### src/rtl/mem_stage_pkg.sv
// Shared types for the memory-access stage: write-back record, memory ops,
// FSM states and byte-enable constants.
package mem_stage_pkg;

  typedef logic reset_status_t;
  localparam reset_status_t RST_ENABLE = 1'b1;

  typedef logic [31:0] reg_data_t;
  typedef logic [4:0]  reg_addr_t;

  // Write-back record travelling EX -> MEM -> WB
  typedef struct packed {
    logic      en;
    reg_addr_t addr;
    reg_data_t data;
  } reg_t;

  typedef enum logic [3:0] {
    MEM_NONE,
    MEM_LB,
    MEM_LBU,
    MEM_LH,
    MEM_LHU,
    MEM_LW,
    MEM_SB,
    MEM_SH,
    MEM_SW
  } mem_op_t;

  typedef enum logic {
    IDLE,
    BUSY
  } mem_state_t;

  localparam logic [3:0] BE_NONE    = 4'b0000;
  localparam logic [3:0] BE_BYTE    = 4'b0001;
  localparam logic [3:0] BE_HALF_LO = 4'b0011;
  localparam logic [3:0] BE_HALF_HI = 4'b1100;
  localparam logic [3:0] BE_WORD    = 4'b1111;

  function automatic logic is_store(input mem_op_t op);
    return (op == MEM_SB) || (op == MEM_SH) || (op == MEM_SW);
  endfunction

endpackage

### src/rtl/mem_stage_align.sv
// Combinational lane logic: store byte enables and lane-replicated write
// data, load byte/half extraction with sign/zero extension, and alignment
// check for the current op.
module mem_stage_align
  import mem_stage_pkg::*;
(
  input  mem_op_t     op_i,
  input  logic [1:0]  ea_lo_i,
  input  reg_data_t   sdata_i,
  input  logic [31:0] rdata_i,
  output logic [3:0]  be_o,
  output logic [31:0] wdata_o,
  output reg_data_t   ldata_o,
  output logic        misalign_o
);

  logic [7:0]  byte_sel;
  logic [15:0] half_sel;

  assign byte_sel = rdata_i[{ea_lo_i, 3'b000} +: 8];
  assign half_sel = rdata_i[{ea_lo_i[1], 4'b0000} +: 16];

  // Per-op lane selection, extension and alignment check
  always_comb begin
    be_o       = BE_NONE;
    wdata_o    = sdata_i;
    ldata_o    = rdata_i;
    misalign_o = 1'b0;
    case (op_i)
      MEM_SB: begin
        be_o    = BE_BYTE << ea_lo_i;
        wdata_o = {4{sdata_i[7:0]}};
      end
      MEM_SH: begin
        be_o       = ea_lo_i[1] ? BE_HALF_HI : BE_HALF_LO;
        wdata_o    = {2{sdata_i[15:0]}};
        misalign_o = ea_lo_i[0];
      end
      MEM_SW: begin
        be_o       = BE_WORD;
        misalign_o = |ea_lo_i;
      end
      MEM_LB: begin
        be_o    = BE_WORD;
        ldata_o = {{24{byte_sel[7]}}, byte_sel};
      end
      MEM_LBU: begin
        be_o    = BE_WORD;
        ldata_o = {24'h0, byte_sel};
      end
      MEM_LH: begin
        be_o       = BE_WORD;
        ldata_o    = {{16{half_sel[15]}}, half_sel};
        misalign_o = ea_lo_i[0];
      end
      MEM_LHU: begin
        be_o       = BE_WORD;
        ldata_o    = {16'h0, half_sel};
        misalign_o = ea_lo_i[0];
      end
      MEM_LW: begin
        be_o       = BE_WORD;
        misalign_o = |ea_lo_i;
      end
      default: begin
        be_o = BE_NONE;
      end
    endcase
  end

endmodule

### src/rtl/mem_stage.sv
// Memory-access pipeline stage: accepts the EX record plus a memory op,
// runs at most one load/store on a req/ack data bus while stalling
// upstream, and emits a registered write-back record one cycle after
// completion. Non-memory ops pass through with one cycle of latency.
module mem_stage
  import mem_stage_pkg::*;
#(
  parameter int BUS_TIMEOUT = 255
) (
  input  logic          clk,
  input  reset_status_t rst,
  input  logic          mem_valid_i,
  input  reg_t          mem_wreg_i,
  input  mem_op_t       mem_op_i,
  input  reg_data_t     mem_sdata_i,
  output logic          mem_stall_o,
  output logic          dbus_req_o,
  output logic          dbus_we_o,
  output logic [31:0]   dbus_addr_o,
  output logic [3:0]    dbus_be_o,
  output logic [31:0]   dbus_wdata_o,
  input  logic          dbus_ack_i,
  input  logic [31:0]   dbus_rdata_i,
  output logic          mem_valid_o,
  output reg_t          mem_wreg_o,
  output logic          mem_except_o
);

  localparam int CNT_W = (BUS_TIMEOUT > 1) ? $clog2(BUS_TIMEOUT + 1) : 1;
  localparam logic [CNT_W-1:0] CNT_LAST = CNT_W'(BUS_TIMEOUT - 1);

  mem_state_t       state_q, state_d;
  logic [CNT_W-1:0] cnt_q, cnt_d;
  logic             req_q, req_d;
  logic             we_q, we_d;
  logic [31:0]      addr_q, addr_d;
  logic [3:0]       be_q, be_d;
  logic [31:0]      wdata_q, wdata_d;
  logic             valid_q, valid_d;
  logic             except_q, except_d;
  reg_t             wreg_out_q, wreg_out_d;

  // Op capture: only meaningful while BUSY, so left out of reset
  mem_op_t          op_q, op_d;
  logic [1:0]       ea_lo_q, ea_lo_d;
  reg_t             wreg_cap_q, wreg_cap_d;

  mem_op_t          align_op;
  logic [1:0]       align_ea_lo;
  logic [3:0]       align_be;
  logic [31:0]      align_wdata;
  reg_data_t        align_ldata;
  logic             align_misalign;
  logic             busy;

  assign busy = (state_q == BUSY);

  // While BUSY the lane logic extracts with the captured op; in IDLE it
  // qualifies the incoming op
  assign align_op    = busy ? op_q    : mem_op_i;
  assign align_ea_lo = busy ? ea_lo_q : mem_wreg_i.data[1:0];

  mem_stage_align u_align (
    .op_i       (align_op),
    .ea_lo_i    (align_ea_lo),
    .sdata_i    (mem_sdata_i),
    .rdata_i    (dbus_rdata_i),
    .be_o       (align_be),
    .wdata_o    (align_wdata),
    .ldata_o    (align_ldata),
    .misalign_o (align_misalign)
  );

  // Next-state, bus request and write-back record computation
  always_comb begin
    state_d    = state_q;
    cnt_d      = cnt_q;
    req_d      = req_q;
    we_d       = we_q;
    addr_d     = addr_q;
    be_d       = be_q;
    wdata_d    = wdata_q;
    valid_d    = 1'b0;
    except_d   = 1'b0;
    wreg_out_d = wreg_out_q;
    op_d       = op_q;
    ea_lo_d    = ea_lo_q;
    wreg_cap_d = wreg_cap_q;
    case (state_q)
      IDLE: begin
        if (mem_valid_i) begin
          cnt_d      = '0;
          op_d       = mem_op_i;
          ea_lo_d    = mem_wreg_i.data[1:0];
          wreg_cap_d = mem_wreg_i;
          if (mem_op_i == MEM_NONE) begin
            valid_d    = 1'b1;
            wreg_out_d = mem_wreg_i;
          end else if (align_misalign) begin
            valid_d       = 1'b1;
            except_d      = 1'b1;
            wreg_out_d    = mem_wreg_i;
            wreg_out_d.en = 1'b0;
          end else begin
            state_d = BUSY;
            req_d   = 1'b1;
            we_d    = is_store(mem_op_i);
            addr_d  = {mem_wreg_i.data[31:2], 2'b00};
            be_d    = align_be;
            wdata_d = align_wdata;
          end
        end
      end
      BUSY: begin
        if (dbus_ack_i) begin
          state_d    = IDLE;
          req_d      = 1'b0;
          valid_d    = 1'b1;
          wreg_out_d = wreg_cap_q;
          if (is_store(op_q)) begin
            wreg_out_d.en = 1'b0;
          end else begin
            wreg_out_d.data = align_ldata;
          end
        end else if ((BUS_TIMEOUT != 0) && (cnt_q == CNT_LAST)) begin
          state_d       = IDLE;
          req_d         = 1'b0;
          valid_d       = 1'b1;
          except_d      = 1'b1;
          wreg_out_d    = wreg_cap_q;
          wreg_out_d.en = 1'b0;
        end else begin
          cnt_d = cnt_q + CNT_W'(1);
        end
      end
      default: begin
        state_d = IDLE;
        req_d   = 1'b0;
      end
    endcase
  end

  // FSM, counter and every registered output, cleared by reset
  always_ff @(posedge clk) begin
    if (rst == RST_ENABLE) begin
      state_q    <= IDLE;
      cnt_q      <= '0;
      req_q      <= 1'b0;
      we_q       <= 1'b0;
      addr_q     <= '0;
      be_q       <= '0;
      wdata_q    <= '0;
      valid_q    <= 1'b0;
      except_q   <= 1'b0;
      wreg_out_q <= '0;
    end else begin
      state_q    <= state_d;
      cnt_q      <= cnt_d;
      req_q      <= req_d;
      we_q       <= we_d;
      addr_q     <= addr_d;
      be_q       <= be_d;
      wdata_q    <= wdata_d;
      valid_q    <= valid_d;
      except_q   <= except_d;
      wreg_out_q <= wreg_out_d;
    end
  end

  // Captured op details, consulted only after a bus access starts
  always_ff @(posedge clk) begin
    op_q       <= op_d;
    ea_lo_q    <= ea_lo_d;
    wreg_cap_q <= wreg_cap_d;
  end

  assign mem_stall_o  = busy;
  assign dbus_req_o   = req_q;
  assign dbus_we_o    = we_q;
  assign dbus_addr_o  = addr_q;
  assign dbus_be_o    = be_q;
  assign dbus_wdata_o = wdata_q;
  assign mem_valid_o  = valid_q;
  assign mem_wreg_o   = wreg_out_q;
  assign mem_except_o = except_q;

endmodule

### config.mk
export PLATFORM = sky130hd
export DESIGN_NAME = mem_stage
export DESIGN_NICKNAME = d
export VERILOG_FILES = /design/src/rtl/mem_stage_pkg.sv /design/src/rtl/mem_stage_align.sv /design/src/rtl/mem_stage.sv
export SDC_FILE = /design/constraint.sdc
export NUM_CORES = 1
export LEC_CHECK = 0
export CAP_MARGIN = 20
export CORE_ASPECT_RATIO = 1.2
export CORE_MARGIN = 10
export CORE_UTILIZATION = 48
export CTS_CLUSTER_SIZE = 10
export DETAILED_ROUTE_END_ITERATION = 7
export GPL_ROUTABILITY_DRIVEN = 0
export GPL_TIMING_DRIVEN = 0
export PLACE_DENSITY = 0.91
export SETUP_SLACK_MARGIN = 0.05
export SLEW_MARGIN = 25
export SYNTH_ARGS = -nofsm -noshare
export SYNTH_HDL_FRONTEND = slang
export SYNTH_SLANG_ARGS = --single-unit
### constraint.sdc
create_clock -name clk -period 3.8 [get_ports clk]
set_clock_uncertainty 0.05 [all_clocks]
set_input_delay 0.38 -clock clk [delete_from_list [all_inputs] [get_ports clk]]
set_output_delay 0.38 -clock clk [all_outputs]
set_load 0.02 [all_outputs]
## Yosys cells after proc, flatten, opt, wreduce, memory -nomap -nowiden

Index checks and enable logic that the tools add are counted.

| storage, ports and cells | value |
|---|---|
| flip-flop bits (word level) | 161 |
| logic and storage cells | 101 |

| cells by class | value |
|---|---|
| add/sub/neg operators | 1 |
| equal/unequal tests | 22 |
| shifts and indexed selects | 3 |
| muxes and demuxes | 41 |
| bitwise logic cells | 3 |
| reduce and logical (&&, ||, !) cells | 14 |

Operators with widths:

| kind | number |
|---|---|
| $mux 38 | 5 |
| $pmux 32 s4 | 1 |
| $pmux 38 s2 | 1 |
| $pmux 32 s2 | 1 |
| $eq 4x3->1 const B | 8 |
| $mux 32 | 1 |
| $shiftx 32x6->16 | 1 |
| $shiftx 32x6->8 | 1 |
| $mux 8 | 3 |
| $mux 1 | 19 |
| $pmux 8 s2 | 1 |
| $eq 4x4->1 const B | 3 |
| $pmux 4 s3 | 1 |
| $ne 2x2->1 const B | 5 |
| $pmux 1 s2 | 5 |
| $add 8x1->8 const B | 1 |
| $eq 4x2->1 const B | 2 |
| $eq 8x8->1 const B | 1 |
| $mux 4 | 2 |
| $reduce_and 4->1 | 2 |
| $reduce_and 3->1 | 2 |
| $reduce_or 6->1 | 1 |
| $eq 4x1->1 const B | 1 |
| $logic_not 4->1 | 1 |
| 9 further kinds | 15 |

## Depth between registers and ports, before layout

| depth | value |
|---|---|
| depth in word-level cells | 8 |
| gate-level depth with buffers | 10 |
| mapped depth without buffers | 8 |

## Cells and area by module

A second synthesis with hierarchy kept.

| unflattened totals | value |
|---|---|
| cell total of the unflattened synthesis | 881 |
| area, all modules | 7922.6 um^2 |

Modules (own cells, without submodules):

| module | instances | cells an instance | area each (um^2) | sequential area each (um^2) |
|---|---|---|---|---|
| mem_stage | 1 | 713 | 6712.7 | 3603.5 |
| mem_stage_align | 1 | 168 | 1209.9 | 0.0 |

## Worst setup path after synthesis

Ideal clock, no wire load.

| path | value |
|---|---|
| path type | reg2reg |
| from | register state_q, in the netlist mem_stall_o |
| to | register wreg_out_q, in the netlist mem_wreg_o[31] |
| library setup time | 0.134 ns |
| arrival time | 2.665 ns |
| required time | 3.616 ns |
| setup slack | 0.951 ns |
| cell stages (with the launch flop) | 11 |
| period minus slack after synthesis | 2.849 ns |
| cell sequence | dfxtp_1 -> buf_6 -> buf_4 -> inv_1 -> nand2_1 -> inv_1 -> o22a_1 -> buf_2 -> buf_2 -> buf_2 -> a211oi_1 |

| between the ends | value |
|---|---|
| longest elaborated chain between the ends | 6 |

RTL lines:

| element | RTL line | text |
|---|---|---|
| start, declared | mem_stage.sv:32 | `mem_state_t state_q, state_d;` |
| start signal, assigned | mem_stage.sv:157 | `state_q <= state_d;` |
| $mux 2 / $mux 4 (equally long branches) | mem_stage.sv:61, mem_stage.sv:60 |  |
| $shiftx 32x6->16 (tied with other cells) | mem_stage_align.sv:21 | `assign half_sel = rdata_i[{ea_lo_i[1], 4'b0000} +: 16];` |
| $pmux 32 s4 (tied with other cells) | mem_stage_align.sv:29 | `case (op_i)` |
| $mux 32 / $pmux 1 s2 (equally long branches) | mem_stage.sv:120, mem_stage_align.sv:29 |  |
| $mux 38 / $ne 3x3->1 (equally long branches) | -- |  |
| $pmux 38 s2 / $reduce_and 3->1 (equally long branches) | -- |  |
| end signal, assigned | mem_stage.sv:166 | `wreg_out_q <= wreg_out_d;` |
| end, declared | mem_stage.sv:41 | `reg_t wreg_out_q, wreg_out_d;` |

Several ways; a longest one is shown, not always the timed one.
A chain may end at the register's enable or synchronous reset.

## Worst setup path after layout

| path | value |
|---|---|
| from | input port mem_op_i[1] |
| to | register wreg_out_q, in the netlist mem_wreg_o[36] |

| between the ends | value |
|---|---|
| longest elaborated chain between the ends | 6 |

RTL lines:

| element | RTL line | text |
|---|---|---|
| start, declared | mem_stage.sv:14 | `input mem_op_t mem_op_i,` |
| $mux 4 | mem_stage.sv:60 | `assign align_op = busy ? op_q : mem_op_i;` |
| $eq 4x3->1 (tied with other cells) | mem_stage_align.sv:29 |  |
| $reduce_or 3->1 (no line) / $reduce_or 2->1 (equally long branches) | -- |  |
| $pmux 1 s2 | mem_stage_align.sv:29 |  |
| $ne 3x3->1 (no line) | -- |  |
| $reduce_and 3->1 (no line) | -- |  |

Several ways; a longest one is shown, not always the timed one. The select of a mux whose other input is x is not followed.

==> run metrics <==
Setup TNS 0 ns; fin. max-slew vios 0; Slew HR 0.455; final hold vios 0; Core Box Area 15,100 um2; CTS Root Cell clkbuf_16; Commonest cells post-synth nand2_1 (134), dfxtp_1 (117), a21oi_1 (81), nor2_1 (73), clkbuf_1 (46); Worst IR Drop VDD 0.318 mV; syn avg cell area roughly 8.9 um2; Vias 7,733; top cell type's share of synthesized area 0.317; CP Max Fanout 10; CP endpoint kind register; total setup buffers inserted after CTS 0; LEAKAGE between 0.003 and 0.004 uW; crit path kind primary input to register; fin crit period a little over 3 ns; Initial Util 0.490; fin crit share 0.811; largest net degree at the start of global routing 25; io pins 221; first-pass GRT wire length approximately 44 mm; layout cell share with drive strength beyond 1 0.0628; global route total overflow 0; post-synth top area cell dfxtp_1; Via density 6.00; post-synthesis cell type count 63; synth top area cells dfxtp_1 (32%), edfxtp_1 (17%), nand2_1 (6.8%); Tightest Pin Transition around 0.81 ns; vias in the first global route 7,877; most used cell, CP buf_2; final setup vio count 0; Resized cells post-CTS 0; die width 133 um; die area 20,800 um2; cell count after synthesis around 830; top-count cell post-synth nand2_1; slowest stage cell, crit path nor4_1; CTS tree built; Final nets 1,182; Mapped Area 7390 um2; Post-synth EDFFs 42; CTS Buffer Depth 2; clock-pin transition on the worst setup and hold timing paths 0.06 ns; DRC Markers 0; sequential area share after synthesis 0.487; Yosys warnings 0; initial antenna violation count 1; clk sinks 159; synthesized flop and latch total roughly 160; max_cap viols 0; Rows 49; Hold Buf Count CTS 0; crit start category primary input; PortBufs 218; worst endpoint required time a little over 4 ns; Final ANT Viol Nets 0; crit path cell chain clkdlybuf4s50_1, mux2i_1, nor4_1, or3_1, o22a_1, buf_2, buf_2, buf_2, a211oi_1; drt total wl between 20 and 30 mm; DP HPWL around 21 mm; htree depth 4; die height 156 um; Wirelength per Cell 21.7 um; RSZ-0062 raised after global routing no; Hold Crit Class register to register; Fin Hold WS 0.402 ns; 1st-iter DRT viols 917; DRT Pass-1 Iters 8; async set-or-reset flop fraction in the synthesized netlist 0; area delta synth->final 41.5%; Global Route Usage Sum 0.265; worst stage delay on the critical path 0.71 ns; ys flop type dfxtp_1; Fmax 325 MHz; total CTS buffers 17; P per Cell Area around 470 nW/um2; Arrival @ worst endpoint 3.31 ns; status complete, no violations; Clock Latency Late Sink 0.43 ns
[cell type report]
cell class	instances	area [um2]
timing repair buffer	219	2210
buffer	68	294
clock inverter	9	78.8
multi-input combinational	599	3490
fill	1153	4620
clock buffer	23	500
tap	204	255
sequential	159	3600
antenna	1	2.50
inverter	6	22.5
[layer usage]
layer | global-route usage | vias up | wire (um)
met5 | 0 | - | 0
met4 | 0.133 | 0 | 1270
met3 | 0.0909 | 103 | 3110
li1 | - | 3505 | -
met2 | 0.452 | 508 | 13500
met1 | 0.287 | 3617 | 10100
[sequential cells by signal, indices dropped and copies added (netlist names)]
| signal | cells |
|---|---|
| mem_wreg_o | 38 |
| wreg_cap_q | 37 |
| dbus_wdata_o | 32 |
| dbus_addr_o | 30 |
| cnt_q | 8 |
| dbus_be_o | 4 |
| op_q | 4 |
| dbus_req_o | 1 |
| dbus_we_o | 1 |
| ea_lo_q | 1 |
| mem_except_o | 1 |
| mem_stall_o | 1 |
| mem_valid_o | 1 |
[report_power, final]
group	leakage, uW	switching [uW]	internal, uW	total [uW]
Combinational	0.00198	734	533	1270
Clock	0.000284	694	995	1690
Sequential	0.00136	77.4	1900	1970
[kinds of logic after synthesis]
family          synth area share
xor+xnor                 0.00592
flops                      0.487
other cells             0.000507
simple gates               0.187
buf+inv                   0.0428
compound gates             0.209
mux                       0.0621
fa+ha+maj                0.00474
[metrics by stage]
step	utilization	setup slack, ns	std cells	cell area [um2]	power [uW]
after floorplan	-	0.951	832	7400	2660
after global placement	0.652	0.0464	1254	9830	3220
after detailed placement	0.654	0.176	1255	9860	3250
after CTS	0.692	0.514	1287	10400	4920
after global routing	0.693	0.457	1288	10500	5110
final	0.693	0.719	1288	10500	4930
[worst max-delay path: cells and delay by family]
kind / cells / cell delay [ns]
compound gates: 2 / 0.27
simple gates: 2 / 0.93
mux: 1 / 0.21
buf+inv: 4 / 1.50
[layout by cell type, fill, tap and decap left out, types with 3 or more instances in the layout]
master and n:
a211oi_1 41, a21oi_1 81, a22o_1 5, a311oi_1 9, a31oi_1 24, and3_1 3
buf_2 16, buf_4 3, clkbuf_1 49, clkbuf_16 19, clkdlybuf4s50_1 218, dfxtp_1 117
edfxtp_1 42, inv_1 5, mux2_2 4, mux2i_1 34, nand2_1 134, nand2b_1 15
nand3_1 35, nand3b_1 4, nor2_1 73, nor2b_1 3, nor3_1 6, nor3b_1 7
o211ai_1 11, o21ai_0 35, o221ai_1 10, o22ai_1 9, o2bb2ai_1 5, or2_2 3
or3_1 7, xnor2_1 4
[final timing paths]
kind / from / endpoint / slack [ns] / cells after the start
min: dbus_addr_o[13] / dbus_addr_o[13] / 0.40 / 2
max: mem_op_i[1] / mem_wreg_o[36] / 0.72 / 9
max reg2reg: op_q[1] / mem_wreg_o[36] / 0.74 / 9
min reg2reg: dbus_addr_o[13] / dbus_addr_o[13] / 0.40 / 2
Power figures use the tool's default switching activity.
